$ cat config.mk
export PLATFORM = sky130hd
export DESIGN_NAME = wtile_burst_loader_flat
export DESIGN_NICKNAME = d
export VERILOG_FILES = /design/src/rtl/wtile_burst_loader_if.sv /design/src/rtl/wtile_burst_loader.sv /design/src/flat_wrapper.sv
export SDC_FILE = /design/constraint.sdc
export NUM_CORES = 1
export LEC_CHECK = 0
export ABC_AREA = 1
export BUFFER_PORTS_ARGS = -buffer_cell sky130_fd_sc_hd__buf_2
export CAP_MARGIN = 20
export CORE_MARGIN = 2
export CORE_UTILIZATION = 51
export DETAILED_ROUTE_END_ITERATION = 8
export GPL_TIMING_DRIVEN = 0
export PLACE_DENSITY = 0.76
export SKIP_LAST_GASP = 1
export SYNTH_ARGS = -nofsm -noshare
export SYNTH_HDL_FRONTEND = slang
export SYNTH_SLANG_ARGS = --single-unit
export TNS_END_PERCENT = 50
$ cat constraint.sdc
create_clock -name clk -period 2.8 [get_ports clk]
set_input_delay 0.14 -clock clk [delete_from_list [all_inputs] [get_ports clk]]
set_output_delay 0.14 -clock clk [all_outputs]
set_load 0.005 [all_outputs]
$ cat src/rtl/wtile_burst_loader_if.sv
// Column delivery port and shared W SRAM port of the W tile loader.
// master = loader side, slave = consumer/SRAM side.
interface wtile_burst_loader_if #(
  parameter int M      = 8,
  parameter int DATA_W = 32,
  parameter int K_W    = 10,
  parameter int ROW_W  = 3
) ();
  localparam int BYTE_W = DATA_W / 8;

  logic                  col_valid;
  logic                  col_ready;
  logic [K_W-1:0]        col_k;
  logic [M*DATA_W-1:0]   col_data;

  logic                  w_en;
  logic                  w_re;
  logic                  w_we;
  logic [ROW_W-1:0]      w_row;
  logic [K_W-1:0]        w_k;
  logic [DATA_W-1:0]     w_wdata;
  logic [BYTE_W-1:0]     w_wmask;
  logic [DATA_W-1:0]     w_rdata;
  logic                  w_rvalid;

  modport master (
    output col_valid, col_k, col_data,
    input  col_ready,
    output w_en, w_re, w_we, w_row, w_k,
    output w_wdata, w_wmask,
    input  w_rdata, w_rvalid
  );

  modport slave (
    input  col_valid, col_k, col_data,
    output col_ready,
    input  w_en, w_re, w_we, w_row, w_k,
    input  w_wdata, w_wmask,
    output w_rdata, w_rvalid
  );
endinterface

$ cat src/rtl/wtile_burst_loader.sv
// Multi-column W loader: streams k columns out of the W SRAM through
// two ping-pong column banks, yielding the SRAM port to CPU writes.
module wtile_burst_loader #(
  parameter int M      = 8,
  parameter int KMAX   = 1024,
  parameter int DATA_W = 32,
  localparam int BYTE_W = DATA_W / 8,
  localparam int ROW_W  = (M > 1) ? $clog2(M) : 1,
  localparam int K_W    = (KMAX > 1) ? $clog2(KMAX) : 1,
  localparam int CNT_W  = $clog2(KMAX + 1)
) (
  input  logic              clk,
  input  logic              rst,
  input  logic              start_i,
  input  logic [K_W-1:0]    k_base_i,
  input  logic [CNT_W-1:0]  k_count_i,
  output logic              busy_o,
  output logic              done_o,
  output logic              err_o,
  input  logic              cpu_w_we_i,
  input  logic [ROW_W-1:0]  cpu_w_row_i,
  input  logic [K_W-1:0]    cpu_w_k_i,
  input  logic [DATA_W-1:0] cpu_w_wdata_i,
  input  logic [BYTE_W-1:0] cpu_w_wmask_i,
  wtile_burst_loader_if.master bus
);

  localparam int IW = $clog2(4 * M + 1);

  typedef enum logic [1:0] {
    S_IDLE, S_FETCH, S_DRAIN, S_DONE
  } state_e;

  typedef enum logic [1:0] {
    B_FREE, B_FILL, B_FULL
  } bank_e;

  state_e state_q, state_d;

  bank_e             bst_q  [2];
  logic [DATA_W-1:0] bdat_q [2][M];
  logic [K_W-1:0]    bk_q   [2];

  logic              iss_bank_q;
  logic              ret_bank_q;
  logic              pres_q;
  logic [ROW_W-1:0]  iss_row_q;
  logic [ROW_W-1:0]  ret_row_q;
  logic [K_W-1:0]    iss_k_q;
  logic [CNT_W-1:0]  iss_left_q;
  logic [CNT_W-1:0]  acc_left_q;
  logic [IW-1:0]     infl_q;
  logic [IW-1:0]     drop_q;
  logic              err_q;

  logic [CNT_W:0]    end_k;
  logic [IW-1:0]     flight_tot;
  logic [IW-1:0]     flight_rst;
  logic              range_bad;
  logic              start_ok;
  logic              iss_free;
  logic              iss_last;
  logic              ret_last;
  logic              issue;
  logic              col_vld;
  logic              acc;
  logic              beat;

  assign end_k     = (CNT_W+1)'(k_base_i)
                   + (CNT_W+1)'(k_count_i);
  assign range_bad = end_k > (CNT_W+1)'(KMAX);
  assign start_ok  = start_i && !range_bad;

  // Row 0 claims a bank; later rows continue the column already claimed.
  assign iss_free  = (iss_row_q != '0)
                   || (bst_q[iss_bank_q] == B_FREE);
  assign iss_last  = iss_row_q == ROW_W'(M - 1);
  assign ret_last  = ret_row_q == ROW_W'(M - 1);

  assign col_vld   = bst_q[pres_q] == B_FULL;
  assign acc       = col_vld && bus.col_ready;
  assign beat      = bus.w_rvalid && (drop_q == '0);

  // Reads still outstanding when rst hits are discarded on return.
  assign flight_tot = drop_q + infl_q;
  assign flight_rst = flight_tot
    - IW'(bus.w_rvalid && (flight_tot != '0));

  always_ff @(posedge clk) begin
    if (rst) begin
      state_q <= S_IDLE;
    end else begin
      state_q <= state_d;
    end
  end

  always_comb begin
    state_d = state_q;
    unique case (state_q)
      S_IDLE: begin
        if (start_ok) begin
          state_d = (k_count_i == '0) ? S_DONE : S_FETCH;
        end
      end
      S_FETCH: begin
        if (issue && iss_last
            && iss_left_q == CNT_W'(1)) begin
          state_d = S_DRAIN;
        end
      end
      S_DRAIN: begin
        if (acc && acc_left_q == CNT_W'(1)) begin
          state_d = S_DONE;
        end
      end
      S_DONE: state_d = S_IDLE;
      default: state_d = S_IDLE;
    endcase
  end

  always_comb begin
    busy_o = state_q != S_IDLE;
    done_o = state_q == S_DONE;
    issue  = !rst && (state_q == S_FETCH)
           && !cpu_w_we_i && iss_free;
  end

  assign err_o = err_q;

  always_comb begin
    bus.w_en    = issue;
    bus.w_re    = issue;
    bus.w_we    = 1'b0;
    bus.w_row   = issue ? iss_row_q : '0;
    bus.w_k     = issue ? iss_k_q : '0;
    bus.w_wdata = '0;
    bus.w_wmask = '0;
    if (cpu_w_we_i) begin
      bus.w_en    = 1'b1;
      bus.w_re    = 1'b0;
      bus.w_we    = 1'b1;
      bus.w_row   = cpu_w_row_i;
      bus.w_k     = cpu_w_k_i;
      bus.w_wdata = cpu_w_wdata_i;
      bus.w_wmask = cpu_w_wmask_i;
    end
  end

  assign bus.col_valid = col_vld;
  assign bus.col_k     = bk_q[pres_q];

  for (genvar g = 0; g < M; g++) begin : g_col
    assign bus.col_data[g*DATA_W +: DATA_W] =
      bdat_q[pres_q][g];
  end

  always_ff @(posedge clk) begin
    if (rst) begin
      bst_q      <= '{default: B_FREE};
      bdat_q     <= '{default: '0};
      bk_q       <= '{default: '0};
      iss_bank_q <= 1'b0;
      ret_bank_q <= 1'b0;
      pres_q     <= 1'b0;
      iss_row_q  <= '0;
      ret_row_q  <= '0;
      iss_k_q    <= '0;
      iss_left_q <= '0;
      acc_left_q <= '0;
      infl_q     <= '0;
      err_q      <= 1'b0;
      drop_q     <= flight_rst;
    end else begin
      err_q <= (state_q == S_IDLE) && start_i && range_bad;

      if (state_q == S_IDLE && start_ok) begin
        iss_k_q    <= k_base_i;
        iss_left_q <= k_count_i;
        acc_left_q <= k_count_i;
        iss_row_q  <= '0;
      end

      if (issue) begin
        if (iss_row_q == '0) begin
          bk_q[iss_bank_q]  <= iss_k_q;
          bst_q[iss_bank_q] <= B_FILL;
        end
        if (iss_last) begin
          iss_row_q  <= '0;
          iss_bank_q <= ~iss_bank_q;
          iss_k_q    <= iss_k_q + K_W'(1);
          iss_left_q <= iss_left_q - CNT_W'(1);
        end else begin
          iss_row_q <= iss_row_q + ROW_W'(1);
        end
      end

      if (beat) begin
        bdat_q[ret_bank_q][ret_row_q] <= bus.w_rdata;
        if (ret_last) begin
          ret_row_q         <= '0;
          ret_bank_q        <= ~ret_bank_q;
          bst_q[ret_bank_q] <= B_FULL;
        end else begin
          ret_row_q <= ret_row_q + ROW_W'(1);
        end
      end

      if (acc) begin
        bst_q[pres_q] <= B_FREE;
        pres_q        <= ~pres_q;
        acc_left_q    <= acc_left_q - CNT_W'(1);
      end

      infl_q <= infl_q + IW'(issue) - IW'(beat);
      if (bus.w_rvalid && drop_q != '0) begin
        drop_q <= drop_q - IW'(1);
      end
    end
  end

endmodule
$ cat src/flat_wrapper.sv
// flat-port wrapper written by rule: the top's interface ports become plain ports
module wtile_burst_loader_flat 
#(
  parameter int M      = 8,
  parameter int KMAX   = 1024,
  parameter int DATA_W = 32,
  localparam int BYTE_W = DATA_W / 8,
  localparam int ROW_W  = (M > 1) ? $clog2(M) : 1,
  localparam int K_W    = (KMAX > 1) ? $clog2(KMAX) : 1,
  localparam int CNT_W  = $clog2(KMAX + 1)
)
  (clk, rst, start_i, k_base_i, k_count_i, busy_o, done_o, err_o, cpu_w_we_i, cpu_w_row_i, cpu_w_k_i, cpu_w_wdata_i, cpu_w_wmask_i, bus_col_valid, bus_col_k, bus_col_data, bus_col_ready, bus_w_en, bus_w_re, bus_w_we, bus_w_row, bus_w_k, bus_w_wdata, bus_w_wmask, bus_w_rdata, bus_w_rvalid);
  wtile_burst_loader_if #(.M(M), .DATA_W(DATA_W)) bus_i ();
  input  logic clk;
  input  logic rst;
  input  logic start_i;
  input  logic [K_W-1:0] k_base_i;
  input  logic [CNT_W-1:0] k_count_i;
  output logic busy_o;
  output logic done_o;
  output logic err_o;
  input  logic cpu_w_we_i;
  input  logic [ROW_W-1:0] cpu_w_row_i;
  input  logic [K_W-1:0] cpu_w_k_i;
  input  logic [DATA_W-1:0] cpu_w_wdata_i;
  input  logic [BYTE_W-1:0] cpu_w_wmask_i;
  output wire logic [$bits(bus_i.col_valid)-1:0] bus_col_valid;
  output wire logic [$bits(bus_i.col_k)-1:0] bus_col_k;
  output wire logic [$bits(bus_i.col_data)-1:0] bus_col_data;
  input wire logic [$bits(bus_i.col_ready)-1:0] bus_col_ready;
  output wire logic [$bits(bus_i.w_en)-1:0] bus_w_en;
  output wire logic [$bits(bus_i.w_re)-1:0] bus_w_re;
  output wire logic [$bits(bus_i.w_we)-1:0] bus_w_we;
  output wire logic [$bits(bus_i.w_row)-1:0] bus_w_row;
  output wire logic [$bits(bus_i.w_k)-1:0] bus_w_k;
  output wire logic [$bits(bus_i.w_wdata)-1:0] bus_w_wdata;
  output wire logic [$bits(bus_i.w_wmask)-1:0] bus_w_wmask;
  input wire logic [$bits(bus_i.w_rdata)-1:0] bus_w_rdata;
  input wire logic [$bits(bus_i.w_rvalid)-1:0] bus_w_rvalid;
  assign bus_col_valid = bus_i.col_valid;
  assign bus_col_k = bus_i.col_k;
  assign bus_col_data = bus_i.col_data;
  assign bus_i.col_ready = bus_col_ready;
  assign bus_w_en = bus_i.w_en;
  assign bus_w_re = bus_i.w_re;
  assign bus_w_we = bus_i.w_we;
  assign bus_w_row = bus_i.w_row;
  assign bus_w_k = bus_i.w_k;
  assign bus_w_wdata = bus_i.w_wdata;
  assign bus_w_wmask = bus_i.w_wmask;
  assign bus_i.w_rdata = bus_w_rdata;
  assign bus_i.w_rvalid = bus_w_rvalid;
  wtile_burst_loader #(.M(M), .KMAX(KMAX), .DATA_W(DATA_W)) u_core (.clk(clk), .rst(rst), .start_i(start_i), .k_base_i(k_base_i), .k_count_i(k_count_i), .busy_o(busy_o), .done_o(done_o), .err_o(err_o), .cpu_w_we_i(cpu_w_we_i), .cpu_w_row_i(cpu_w_row_i), .cpu_w_k_i(cpu_w_k_i), .cpu_w_wdata_i(cpu_w_wdata_i), .cpu_w_wmask_i(cpu_w_wmask_i), .bus(bus_i));
endmodule
* Yosys cells after proc, flatten, opt, wreduce, memory -nomap -nowiden *
Index checks and enable logic that the tools add are counted.

storage, ports and cells
  word-level logic and storage cells = 177
  ROM bits = 0
  output and inout bits = 322
  memory bits (writable) = 0
  bits of input ports = 108
  memories = 0
  flip-flop bits (word level) = 592
  bits in latches = 0

operators by class
  bitwise logic cells = 15
  $add $sub $neg = 11
  equality and inequality tests = 11
  mux-type cells = 61
  magnitude comparators = 9
  reductions and logical operators = 38
  shift-type cells = 0
  divide/modulo/power cells = 0
  multipliers = 0

operators by type and width
  kind                                                                    count
  256-bit two-way mux                                                     4
  512-bit bitwise mux                                                     1
  256-bit demux with 1-bit select                                         1
  32-bit demux with 3-bit select                                          1
  10-bit two-way mux                                                      9
  32-bit two-way mux                                                      2
  11-bit two-way mux                                                      5
  4-bit two-way mux                                                       8
  2-bit two-way mux                                                       13
  11-bit by 1-bit == test with 1-bit output, second input constant        2
  11-bit by 1-bit subtractor with 11-bit output, second input constant    2
  20-bit bitwise mux                                                      1
  1-bit logical AND                                                       18
  3-bit two-way mux                                                       6
  10-bit by 11-bit adder with 12-bit output                               1
  12-bit by 11-bit > comparator with 1-bit output, second input constant  1
  6-bit two-way mux                                                       2
  6-bit nonzero test                                                      2
  6-bit by 1-bit subtractor with 6-bit output                             2
  11-bit zero test                                                        1
  10-bit by 1-bit adder with 10-bit output, second input constant         1
  10-bit demux with 1-bit select                                          1
  2-bit one-hot mux with 4 select lines                                   1
  2-bit nonzero test                                                      4
  other kinds (30)                                                        56

* Logic depth before layout (Yosys ltp) *
Gate-level depths: netlist (run 1).

  word-level depth = 16
  mapped depth = 22

* Worst setup path after synthesis (run 1) *
No wires, ideal clock.

  path kind = register -> register
  start = register u_core.drop_q[1]
  end = register u_core.infl_q[5]
  buffers on the path = 1
  setup slack = 0.024 ns
  data required time = 2.730 ns
  arrival = 2.706 ns
  stages on the path, launching flop included = 23
  library setup time = 0.070 ns
  cell sequence = edfxtp_1 > inv_1 > ha_1 > inv_1 > or2_1 > nor4_2 > nand2_1 > buf_2 > inv_1 > ha_1 > inv_1 > ha_1 > a21oi_1 > nor2_1 > nor2_1 > inv_1 > nand2_1 > inv_1 > nor2_1 > nor2_1 > nor2_1 > o21ai_0 > a21oi_1

between the ends
  word-level cells in the longest chain between the ends = 3

RTL lines
  what                                         line                       text
  start, declared                              wtile_burst_loader.sv:53   logic [IW-1:0] drop_q;
  start signal, assigned                       wtile_burst_loader.sv:172  drop_q <= flight_rst;
  start signal, assigned                       wtile_burst_loader.sv:217  drop_q <= drop_q - IW'(1);
  6-bit zero test                              wtile_burst_loader.sv:82   assign beat = bus.w_rvalid && (drop_q == '0);
  1-bit logical AND                            wtile_burst_loader.sv:82
  net u_core.beat                              wtile_burst_loader.sv:67   logic beat;
  6-bit by 1-bit subtractor with 6-bit output  wtile_burst_loader.sv:215  infl_q <= infl_q + IW'(issue) - IW'(beat);
  end signal, assigned                         wtile_burst_loader.sv:215
  end, declared                                wtile_burst_loader.sv:52   logic [IW-1:0] infl_q;

The timed path passes the listed nets, and every way through them passes these cells.
A chain may end at the register's enable or synchronous reset.

* Worst setup path in the final report (run 1) *
  start = register u_core.pres_q
  end = output port bus_col_data[133]

between the ends
  word-level cells in the longest chain between the ends = 4

RTL lines
  what                                                    line                       text
  start, declared                                         wtile_burst_loader.sv:46   logic pres_q;
  start signal, assigned                                  wtile_burst_loader.sv:211  pres_q <= ~pres_q;
  1-bit inverter with 2-bit output (implied by the code)  wtile_burst_loader.sv:154  bdat_q[pres_q][g];
  256-bit two-way mux (3 in series)                       n/a
  end, declared                                           flat_wrapper.sv:29         output wire logic [$bits(bus_i.col_data)-1:0] bus_col_data;

No other way between the ends. The select of a mux whose other input is x is not followed.

==> results of run 1 <==
-- critical path, delay by kind of cell (launching register included) --
kind	cells	cell delay (ns)
buffers and inverters	5	1.46
and+or+nand+nor	1	0.09
DFF	1	0.32
AOI/OAI and AO/OA	1	0.23
-- layout make-up --
| type | instances | share of cell area [%] |
|---|---|---|
| inverters | 604 | 7.05 |
| plain buffers | 284 | 3.72 |
| well taps | 680 | 2.64 |
| clock inverters | 18 | 0.466 |
| multi-input cells | 2303 | 35.2 |
| repair buffers | 496 | 8.67 |
| diodes | 1 | 0.00776 |
| flip-flops and latches | 592 | 37.0 |
| clock buffers | 81 | 5.27 |
-- registers in the layout (all words and copies together) (netlist names), 4 cells and up --
signal,cells
u_core.iss_left_q,11
u_core.iss_k_q,10
u_core.bdat_q,512
u_core.infl_q,6
u_core.acc_left_q,11
u_core.drop_q,6
u_core.bk_q,20
u_core.bst_q,4
-- final timing paths --
path / from / to / slack (ns) / depth (start not counted)
max: u_core.pres_q / bus_col_data[133] / -0.06 / 7
min: k_count_i[9] / u_core.acc_left_q[9] / 0.03 / 5
max reg2reg: u_core.drop_q[0] / u_core.infl_q[5] / -0.04 / 22
min reg2reg: u_core.bdat_q[246] / u_core.bdat_q[246] / 0.44 / 2
-- through the flow --
step                      setup slack (ns)  hold slack, ns  setup TNS [ns]  util (%)
after floorplan                     0.0238           0.331               0         -
after global placement              -0.430           0.432          -20.13      57.4
after detailed placement            -0.504           0.436          -27.44      57.4
after CTS                          -0.0854          0.0231          -0.493      62.4
after global routing                -0.223          0.0679           -3.50      62.8
final                              -0.0649          0.0279          -0.311      62.8
-- metal layers --
metal	up-vias	global-route usage, %	wire, um
li1	13300	-	-
met1	13000	45.5	38100
met2	1606	56.3	45100
met3	309	5.98	10300
met4	0	20.5	5940
met5	-	0	0
-- cell usage in the layout, fill, tap and decap left out, drive strengths merged, types with 4 or more instances in the layout --
cell	synthesis	layout
nor4	4	4
dfxtp	586	586
nand3	69	69
inv	604	606
xnor2	6	6
clkinv	0	13
a31oi	9	9
xor2	16	16
a211oi	4	4
clkbuf	259	334
nor3	22	22
buf	25	476
nor2	260	260
ha	39	39
dlygate4sd3	0	51
a21oi	481	481
o21ai	840	840
nand2	503	503
nand4	27	27
edfxtp	6	6
-- cells by family (layout without fill, tap and decap cells) --
| logic type | count (synthesis) | in the layout | synth area share, % |
|---|---|---|---|
| buffers and inverters | 888 | 1483 | 12.8 |
| other | 0 | 1 | 0 |
| adders and majority gates | 42 | 42 | 2.07 |
| DFF | 592 | 592 | 45.0 |
| muxes | 1 | 1 | 0.0378 |
| and+or+nand+nor | 892 | 892 | 13.7 |
| xor gates and xnor gates | 22 | 22 | 0.729 |
| AOI/OAI and AO/OA | 1346 | 1346 | 25.7 |
-- where the power goes --
group          leakage (nW)  switching [mW]  internal, mW
sequential             4.78           0.160          8.64
combinational          7.74            1.67         0.953
clock                 0.925            3.41          4.38
-- timing repair --
item	CTS	global route
endpoints found under the hold margin	205	0
buffers inserted	10	8
endpoints found under the setup margin	439	552
resized for setup	59	96
hold buffers	51	0
pin swaps	16	16
==> results.tsv, run 1 <==
stage	metric	value	unit
power	power-per-cell-area	596	nW/um2
clocking	cts.clk_slew.worst_paths	0.06	ns
placement	gp_congestion	0.954	
worst_setup_path	critPathCaptureType	output pin	
yosys	syn_area	26400	um2
finish	ff_latch_area	11900	um2
global_route	grt_pass1_wl	146000	um
yosys	syn-instance-count	3783	
sta	setup_ws	-0.0649	ns
status	violations	setup timing	
worst_setup_path	crit_top_cell	buf_2	
sta	min_period_over_period	102	%
worst_setup_path	path_class	flip-flop to output pin	
clocking	cts.sinks	592	
power	leakage	13.4	nW
global_route	first_global_vias	25400	
floorplanning	initial_core_util	51.6	%
detailed_routing	routed_wl	99400	um
yosys	synth_top_area_share	44.4	%
floorplanning	rows	83	
detailed_routing	route.detailed.drc	0	
floorplanning	dieArea	53700	um2
detailed_routing	drt_iter0_drc	3602	
finish	fillers	4714	
yosys	avgSynthCellArea	6.99	um2
yosys	synthTopCellsByCount	o21ai_0, inv_1, dfxtp_1, nand2_1, a21oi_1	
power	irDropWorstVdd	477	uV
sta	slew_viol_final	0	
sta	setup_viol	12	
worst_setup_path	cp_max_fo	10	
sta	tightest_slew	1.08	ns
yosys	ys_types	41	
worst_setup_path	critPathSlowestCell	clkbuf_1	
finish	drive_gt1_share	15.0	%
global_route	grt_max_degree	15	
yosys	ys_warn_count	0	
placement	port-buffer-count	427	
detailed_routing	ant_nets	0	
detailed_routing	first_pass_iters	8	
worst_setup_path	critical_path.max_stage_delay	0.38	ns
yosys	async_flop_share	0	%
clocking	clk_latency	0.63	ns
sta	relSlewSlack	28.0	%
finish	finalInstanceArea	32200	um2
sta	max_freq	349	MHz
detailed_routing	routed_via_density	5.57	
floorplanning	die_height	232	um
global_route	grt_usage	35.4	%
status	status	finished, violations left	
global_route	antenna_found_initial	1	
detailed_routing	vias	28200	
worst_setup_path	cp.required	2.66	ns
clocking	cts_root_buf	clkbuf_16	
yosys	ys_seq_elements	592	
yosys	ys_seq_area_share	45.0	%
finish	fin_cells	5059	
yosys	synth.most_common_cell	o21ai_0	
yosys	synth_area_leaders	dfxtp_1, o21ai_0, a21oi_1	
power	power.total	19.2	mW
finish	nets	4489	
floorplanning	die_width	232	um
sta	fin_crit	2.86	ns
detailed_routing	wl_per_cell	19.6	um
run	maxCapViolCount	0	
worst_setup_path	cp-start-kind	flip-flop	
placement	dp_hpwl	71200	um
floorplanning	pin_count	430	
clocking	ctsLongestPathBuffers	3	
finish	area_growth	21.9	%
yosys	synth_edf_count	6	
worst_setup_path	crit_arrival	2.72	ns
worst_setup_path	path_cells	buf_2, clkbuf_4, clkbuf_8, clkbuf_1, nand2_1, o21ai_0, buf_2	
sta	grt_setup_unrepaired	yes	
finish	multiInputGateArea	11300	um2
min_path	min_path_type	input port to flip-flop	
floorplanning	core_area	51300	um2
sta	clock_skew	0.0231	ns
clocking	cts_tree	yes	
placement	dpl.cell_count	4890	
clocking	ctsHtreeMaxLevel	2	
global_route	grt-ovfl-total	0	
yosys	synth.largest_area_cell	dfxtp_1	
yosys	synth_flop_cell	dfxtp_1	
placement	place_area	29400	um2
yosys	postSynthNetCount	3933	
sta	hold_viol	0	
clocking	cts_buffers	58	
(Power assumes the default switching activity.)
==> run 2: changes to the inputs <==
CORE_UTILIZATION = 57   (was 51)
PLACE_DENSITY = 0.8   (was 0.76)
REMOVE_ABC_BUFFERS = 1   (was not set)
clock period = 3.15 ns   (was 2.8 ns; I/O delays follow)
==> run 2 against run 1 <==
Against the previous run:
- the flow now finishes without violations
- power fell by 11%
- register-to-register slack improved by 0.16 ns
- utilization rose by 6.3 points
- wire length fell by 24%
- count of clock-buffer cells in the layout rose by 4
- sequential cell count did not move
- critical path depth rose by 5
- die area fell by 10%
- global-route usage fell by 5.6 points
- via count fell by 12%
- largest power group unchanged
- highest routed layer is now met5
==> results.tsv, run 2 (synthesis results as in run 1) <==
stage	metric	value	unit
finish	layout_common_cells	o21ai_0, inv_1, dfxtp_1	
finish	drive_gt1_share	14.7	%
sta	min_period_over_period	96.2	%
sta	max_freq	330	MHz
finish	fin_cells	4715	
clocking	cts.clk_slew.worst_paths	0.06	ns
finish	largest_register_ffs	512	
detailed_routing	wl_per_cell	16.1	um
worst_setup_path	critPathBufInv	4	
sta	grt_setup_unrepaired	yes	
worst_setup_path	crit_start	u_core.drop_q[1]	
finish	nets	4216	
worst_setup_path	path_cells	inv_1, ha_1, inv_1, or2_4, nor4_4, nand2_2, buf_12, nor2_4, nand2_2, buf_12, o21ai_0, a21oi_1	
power	power_frac_clock	42.9	%
global_route	antenna_found_initial	2	
power	net-switching-power	4.43	mW
detailed_routing	route.met2.wl	35300	um
min_path	min_from	bus_w_rdata[24]	
detailed_routing	ant_nets	0	
clocking	cts_tree	yes	
worst_setup_path	path_class	flip-flop to flip-flop	
global_route	grt-ovfl-total	0	
sta	setup_viol	0	
finish	largest_register	u_core.bdat_q	
detailed_routing	dr.max_layer_used	met5	
worst_setup_path	critPathSlowestCell	nand2_2	
sta	relSlewSlack	27.9	%
clocking	clk_latency	0.62	ns
placement	port-buffer-count	429	
sta	hold_viol	0	
worst_setup_path	cp.required	3.65	ns
detailed_routing	routed_via_density	5.27	
sta	fin_crit	3.03	ns
status	status	finished clean	
sta	tightest_slew	1.07	ns
run	maxCapViolCount	0	
worst_setup_path	path_delay_family	simple AND/OR/NAND/NOR gates	
global_route	grt_pass1_wl	115000	um
detailed_routing	drt_iter0_drc	2373	
finish	fillers	3890	
worst_setup_path	crit_arrival	3.53	ns
power	pwr-share-seq	45.6	%
finish	top_regs	u_core.bdat_q (512), u_core.bk_q (20)	
power	leakage	13.2	nW
floorplanning	die_height	219	um
power	combinationalPowerShare	11.6	%
detailed_routing	route.detailed.drc	0	
floorplanning	dieArea	48100	um2
worst_setup_path	critical_path.max_stage_delay	0.47	ns
power	power-per-cell-area	545	nW/um2
detailed_routing	first_pass_iters	5	
worst_setup_path	critPathCaptureType	flip-flop	
placement	gp_congestion	0.872	
placement	dp_hpwl	45400	um
floorplanning	die_width	219	um
global_route	grt_usage	29.8	%
clocking	cts_buffers	60	
floorplanning	pin_count	430	
clocking	ctsLongestPathBuffers	3	
floorplanning	initial_core_util	58.0	%
finish	final_common_cell	o21ai_0	
power	internal_power	12.7	mW
power	netSwitchingFraction	25.8	%
worst_setup_path	r2r-start	u_core.drop_q[1]	
global_route	grt_max_degree	199	
sta	clock_skew	0.0223	ns
floorplanning	rows	78	
worst_setup_path	cp-start-kind	flip-flop	
clocking	cts.sinks	592	
detailed_routing	routed_wl	75900	um
worst_setup_path	cp_max_fo	33	
detailed_routing	met3WireLength	5240	um
sta	whs	0.0300	ns
clocking	ctsHtreeMaxLevel	2	
finish	area_growth	19.1	%
placement	dpl.cell_count	4547	
min_path	min_path_type	input port to flip-flop	
detailed_routing	wl_met1	33200	um
clocking	cts_root_buf	clkbuf_16	
sta	setup_tns	0	ns
global_route	first_global_vias	21700	
placement	pre_cts_ws	-0.806	ns
floorplanning	core_area	45600	um2
detailed_routing	vias	24800	
sta	setup_ws	0.119	ns
power	irDropWorstVdd	486	uV
sta	slew_viol_final	0	
==> run 2: cell count changes in the layout (fill, tap and decap cells not counted), moves of 10 or more <==
cell      delta
buf_4       -25
buf_2       -11
buf_12      +11
inv_2       -10
clkbuf_1   -214
clkbuf_2    -34
==> run 2: power by group through the flow <==
stage | clock network, mW | registers, mW | logic [mW]
2_1_floorplan | 0 | 7.95 | 1.30
3_3_place_gp | 0 | 7.98 | 1.85
3_5_place_dp | 0 | 7.98 | 1.83
4_1_cts | 7.45 | 7.82 | 1.91
5_1_grt | 7.78 | 7.85 | 2.23
6_report | 7.36 | 7.83 | 1.98
==> run 2: through the flow <==
stage | total power [mW] | utilization (%) | area (um2)
6_report | 17.2 | 69.1 | 31500
3_3_place_gp | 9.83 | 62.0 | 28200
4_1_cts | 17.2 | 68.9 | 31400
5_1_grt | 17.9 | 69.1 | 31500
3_5_place_dp | 9.82 | 63.0 | 28700
2_1_floorplan | 9.25 | - | 25300
==> run 2: area by class of cell <==
| type | count | area, um2 | area share [%] |
|---|---|---|---|
| sequential | 592 | 11900 | 37.8 |
| antenna | 1 | 2.50 | 0.00794 |
| inverter | 604 | 2300 | 7.29 |
| clock inverter | 25 | 292 | 0.925 |
| clock buffer | 85 | 1780 | 5.63 |
| multi-input combinational | 2304 | 11300 | 35.9 |
| timing repair inverter | 1 | 7.51 | 0.0238 |
| tap | 600 | 751 | 2.38 |
| timing repair buffer | 503 | 3170 | 10.0 |
==> run 2: worst min-delay path: stages <==
cell and delay [ns]:
buf_2 0.21, o21ai_0 0.19, nor2_1 0.05
==> run 2: path summary, 6_finish.rpt <==
| path | slack [ns] | depth (start not counted) | to |
|---|---|---|---|
| setup / recovery | 0.12 | 12 | u_core.bdat_q[189] |
| hold / removal | 0.03 | 3 | u_core.bdat_q[472] |
| setup reg to reg | 0.12 | 12 | u_core.bdat_q[189] |
| hold reg to reg | 0.44 | 2 | u_core.bdat_q[247] |
==> run 2: layer usage <==
layer / vias to the layer above / global-route usage [%]
met1: 11200 / 41.0
met4: 2 / 10.3
met3: 124 / 4.05
met2: 805 / 48.1
li1: 12700 / -
met5: - / 0
==> run 2: what timing repair did <==
item                                    CTS  global route
resized for setup                        16            14
pin swaps                                 2             8
buffers inserted                          3             3
cloned                                    2             1
hold endpoints to repair                414             0
hold buffers                             48             0
endpoints found under the setup margin  320           140
